### src/rtl/divu_seq.sv
// Multi-cycle restoring unsigned divider (DIVU/REMU) with start/valid handshake,
// divide-by-zero and small-dividend shortcuts, and a flush abort.
module divu_seq #(
    parameter int unsigned XLEN = 32
) (
    input  logic            clk,
    input  logic            rst_n,
    input  logic            start,
    input  logic            flush,
    input  logic [XLEN-1:0] dividend,
    input  logic [XLEN-1:0] divisor,
    output logic            ready,
    output logic            busy,
    output logic            valid,
    output logic [XLEN-1:0] quotient,
    output logic [XLEN-1:0] remainder
);
    localparam int unsigned CNTW = $clog2(XLEN) + 1;

    typedef enum logic [1:0] {
        IDLE,
        CALC,
        DONE
    } state_t;

    state_t          state, state_next;
    logic [XLEN-1:0] q_reg, d_reg;
    logic [XLEN:0]   r_reg;
    logic [CNTW-1:0] cnt;

    logic [XLEN:0]   t, r_next;
    logic [XLEN-1:0] q_next;
    logic            ge;
    logic            accept;
    logic            shortcut;

    always_comb begin
        t      = {r_reg[XLEN-1:0], q_reg[XLEN-1]};
        ge     = (t >= {1'b0, d_reg});
        r_next = ge ? (t - {1'b0, d_reg}) : t;
        q_next = {q_reg[XLEN-2:0], ge};
    end

    // A start is only taken when ready, and flush always wins over it.
    always_comb begin
        accept   = start && !flush && (state != CALC);
        shortcut = (divisor == '0) || (dividend < divisor);
    end

    always_ff @(posedge clk or negedge rst_n) begin
        if (!rst_n) begin
            state <= IDLE;
        end else begin
            state <= state_next;
        end
    end

    always_comb begin
        state_next = state;
        case (state)
            IDLE, DONE: begin
                if (accept) begin
                    state_next = shortcut ? DONE : CALC;
                end else begin
                    state_next = IDLE;
                end
            end
            CALC: begin
                if (flush) begin
                    state_next = IDLE;
                end else if (cnt == '0) begin
                    state_next = DONE;
                end
            end
            default: state_next = IDLE;
        endcase
    end

    always_comb begin
        busy  = (state == CALC);
        ready = !busy;
        valid = (state == DONE) && !flush;
    end

    always_ff @(posedge clk or negedge rst_n) begin
        if (!rst_n) begin
            q_reg     <= '0;
            r_reg     <= '0;
            d_reg     <= '0;
            cnt       <= '0;
            quotient  <= '0;
            remainder <= '0;
        end else if (accept) begin
            if (divisor == '0) begin
                quotient  <= '1;
                remainder <= dividend;
            end else if (dividend < divisor) begin
                quotient  <= '0;
                remainder <= dividend;
            end else begin
                q_reg <= dividend;
                r_reg <= '0;
                d_reg <= divisor;
                cnt   <= CNTW'(XLEN - 1);
            end
        end else if (state == CALC && !flush) begin
            q_reg <= q_next;
            r_reg <= r_next;
            cnt   <= cnt - CNTW'(1);
            if (cnt == '0) begin
                quotient  <= q_next;
                remainder <= r_next[XLEN-1:0];
            end
        end
    end

endmodule

### config.mk
export PLATFORM = sky130hd
export DESIGN_NAME = divu_seq
export DESIGN_NICKNAME = d
export VERILOG_FILES = /design/src/rtl/divu_seq.sv
export SDC_FILE = /design/constraint.sdc
export NUM_CORES = 1
export LEC_CHECK = 0
export BUFFER_PORTS_ARGS = -buffer_cell sky130_fd_sc_hd__buf_4
export CAP_MARGIN = 0
export CORE_ASPECT_RATIO = 1.1
export CORE_UTILIZATION = 25
export CTS_CLUSTER_DIAMETER = 200
export DETAILED_ROUTE_END_ITERATION = 10
export PLACE_DENSITY = 0.5
export SLEW_MARGIN = 20
export SYNTH_ARGS = -nofsm -noshare
export SYNTH_HDL_FRONTEND = slang
export SYNTH_SLANG_ARGS = --single-unit
### constraint.sdc
create_clock -name clk -period 3.7 [get_ports clk]
set_input_delay 0 -clock clk [delete_from_list [all_inputs] [get_ports clk]]
set_output_delay 0 -clock clk [all_outputs]
set_load 0.005 [all_outputs]
==> results.py <==
metrics = {
    "sta": {
        "final_hold_viol_count": 0,
        "fin_ws_ps": 317,
        "final_period_minus_worst_setup_slack_ps": 3380,
        "post-route-period-util": 0.914,
        "max_slew.worst_pin.slew_ps": 797,
        "setup_viol": 0,
        "finClkSkew_ps": 14.1,
        "hold_ws_ps": 25.6,
        "drv_slew": 0,
        "max_slew_margin": 0.455,
        "rsz0062_at_grt": "no",
        "max_freq_ghz": 0.296,
    },
    "run_status": {
        "outcome": "finished, final reports clean",
    },
    "clock_network": {
        "cts.clk_slew.worst_paths_ps": 70,
        "cts_tree": "done",
        "cts_buffer_depth": 2,
        "cts.sinks": 168,
        "cts_resized": 0,
        "root_buffer": "clkbuf_16",
        "cts_buffers": 17,
        "clk-insertion-delay-late_ps": 450,
        "htree_levels": 4,
    },
    "critical_path": {
        "rr_worst_depth": 11,
        "arrival_ps": 3690,
        "crit_end": "remainder[26]",
        "worstSetupStartpoint": "d_reg[0]",
        "critical_path_class": "reg -> reg",
        "crit_required_ps": 4000,
        "endpoint_kind": "flop",
        "r2r-start": "d_reg[0]",
        "r2r_slack_ps": 320,
        "path_max_fanout": 3,
        "critPathLaunchType": "flop",
        "r2r-end": "remainder[26]",
    },
    "placement": {
        "dp_hpwl_mm": 25.7,
        "portBuffers": 134,
        "gp_congestion": 0.872,
        "place_ws_ps": -93.0,
        "place_inst": 1771,
    },
    "worst_hold_path": {
        "hold_depth": 3,
        "min_path_type": "in -> reg",
    },
    "logic_synthesis": {
        "synth_nets": 1283,
        "synthTopCellsByCount": "dfrtp_1 (168), nand2_1 (166), a21oi_1 (133)",
        "yosys_warnings": 0,
        "synth_top_area_share": 0.423,
        "yosysTopAreaCell": "dfrtp_1",
        "avgSynthCellArea_um2": 8.65,
        "synth_edf_count": 0,
        "ys_top_cells_by_area": "dfrtp_1 (42%), ha_1 (8.2%), a21oi_1 (6.7%), nand2_1 (6.3%), o21ai_0 (4.9%)",
        "synth_cell_types": 64,
        "yosysMostFrequentCell": "dfrtp_1",
        "syn_area_mm2": 0.00994,
        "seq_area_frac_synth": 0.423,
        "synthCells": 1149,
        "yosys_register_bits": 168,
        "async_reset_ff_frac": 1.00,
        "ys.flop_type": "dfrtp_1",
    },
    "grt": {
        "grt_first_pass_wirelength_mm": 54.2,
        "first_global_vias": 9571,
        "grt_max_degree": 104,
        "grt_overflow": 0,
        "antenna_found_initial": 0,
        "grt_usage": 0.176,
    },
    "floorplanning": {
        "die_height_um": 211,
        "die_x_um": 192,
        "coreArea_mm2": 0.0392,
        "dieArea_mm2": 0.0406,
        "ios": 135,
        "rows": 76,
        "initial_core_util": 0.254,
    },
    "drt": {
        "drt_iter0_drc": 465,
        "ant_nets": 0,
        "dr.pass1.iters": 5,
        "drc": 0,
        "viasPerCell": 4.92,
        "route.vias.total": 9190,
        "routed_wl_mm": 34.7,
        "wl_per_cell_um": 18.5,
    },
    "power": {
        "total_power_mw": 8.67,
        "p_leak_nw": 6.15,
        "power.density_mw_per_mm2": 664,
        "ir_drop_v": 0.000346,
    },
    "final_layout": {
        "n_antenna_cell": 0,
        "drive_above_1_share": 0.177,
        "layout.cells.non_filler": 1869,
        "fin_nets": 1483,
        "syn2layout_area_growth_pct": 31.4,
        "final_util": 0.333,
    },
    "run": {
        "maxCapViolCount": 0,
    },
}
==> timing repair <==
item                                   4_1_cts  5_1_grt
hold buffers                                63        0
setup buffers                                3        0
setup endpoints to repair                   39        0
endpoints found under the hold margin      145        0
==> logic make-up (layout without fill, tap and decap cells) <==
group           after synthesis  in the layout  share of synthesized area
simple gates                338            338                      0.151
fa+ha+maj                    66             66                     0.0838
xor+xnor                     30             30                     0.0264
compound gates              372            372                      0.226
flops                       168            168                      0.423
buf+inv                     147            360                     0.0609
mux                          28             28                     0.0289
==> worst min-delay path by stage <==
stage,from,endpoint,slack [ps]
4_1_cts,dividend[0],q_reg[0],10
2_1_floorplan,rst_n,cnt[0],-300
3_3_place_gp,rst_n,state[1],50
5_1_grt,dividend[0],q_reg[0],40
3_5_place_dp,rst_n,state[0],60
6_report,dividend[0],q_reg[0],30
==> routing by layer <==
metal	vias up	GRT usage	part of all wire
li1	4459	-	-
met1	4483	0.225	0.45
met2	191	0.296	0.49
met3	57	0.0229	0.028
met4	0	0.0720	0.031
met5	-	0	0
==> cells in the final DEF, fill, tap and decap left out, drive strengths merged, types with 12 or more instances in the layout <==
cell	n
nor4	12
xnor2	20
dlygate4sd3	63
a21o	32
inv	83
a31oi	31
dfrtp	168
a21oi	135
buf	189
ha	65
nand2	166
nand4	13
nor2	71
mux2i	22
nand3	13
nor3	23
o21ai	97
clkbuf	18
==> critical path, cell delays in order (launching register included) <==
cell,delay [ps]
dfrtp_1,430
ha_1,240
fa_1,400
nand2b_1,200
a21oi_1,200
o21ai_0,230
a211oi_1,450
o31a_1,290
a21boi_0,150
xnor2_1,150
mux2i_1,320
o22ai_1,170
==> area by class of cell <==
| cell class | instances | area (um^2) |
|---|---|---|
| Inverter | 76 | 285 |
| Tap cell | 507 | 634 |
| Timing Repair Buffer | 252 | 2150 |
| Clock buffer | 18 | 429 |
| Clock inverter | 14 | 185 |
| Multi-Input combinational cell | 834 | 5170 |
| Sequential cell | 168 | 4200 |
| Fill cell | 4057 | 26100 |
==> where the power goes <==
| part | switching (mW) | internal (mW) | leakage (nW) |
|---|---|---|---|
| Sequential | 0.438 | 2.37 | 2.11 |
| Clock | 0.842 | 1.08 | 0.296 |
| Combinational | 2.14 | 1.80 | 3.75 |
==> per-stage QoR <==
step	setup TNS (ps)	instance area (um^2)
after floorplan	0	9940
after global placement	-75.5	11800
after detailed placement	-1040	11800
after CTS	0	13100
after global routing	0	13100
final	0	13100
(Power assumes the default switching activity.)
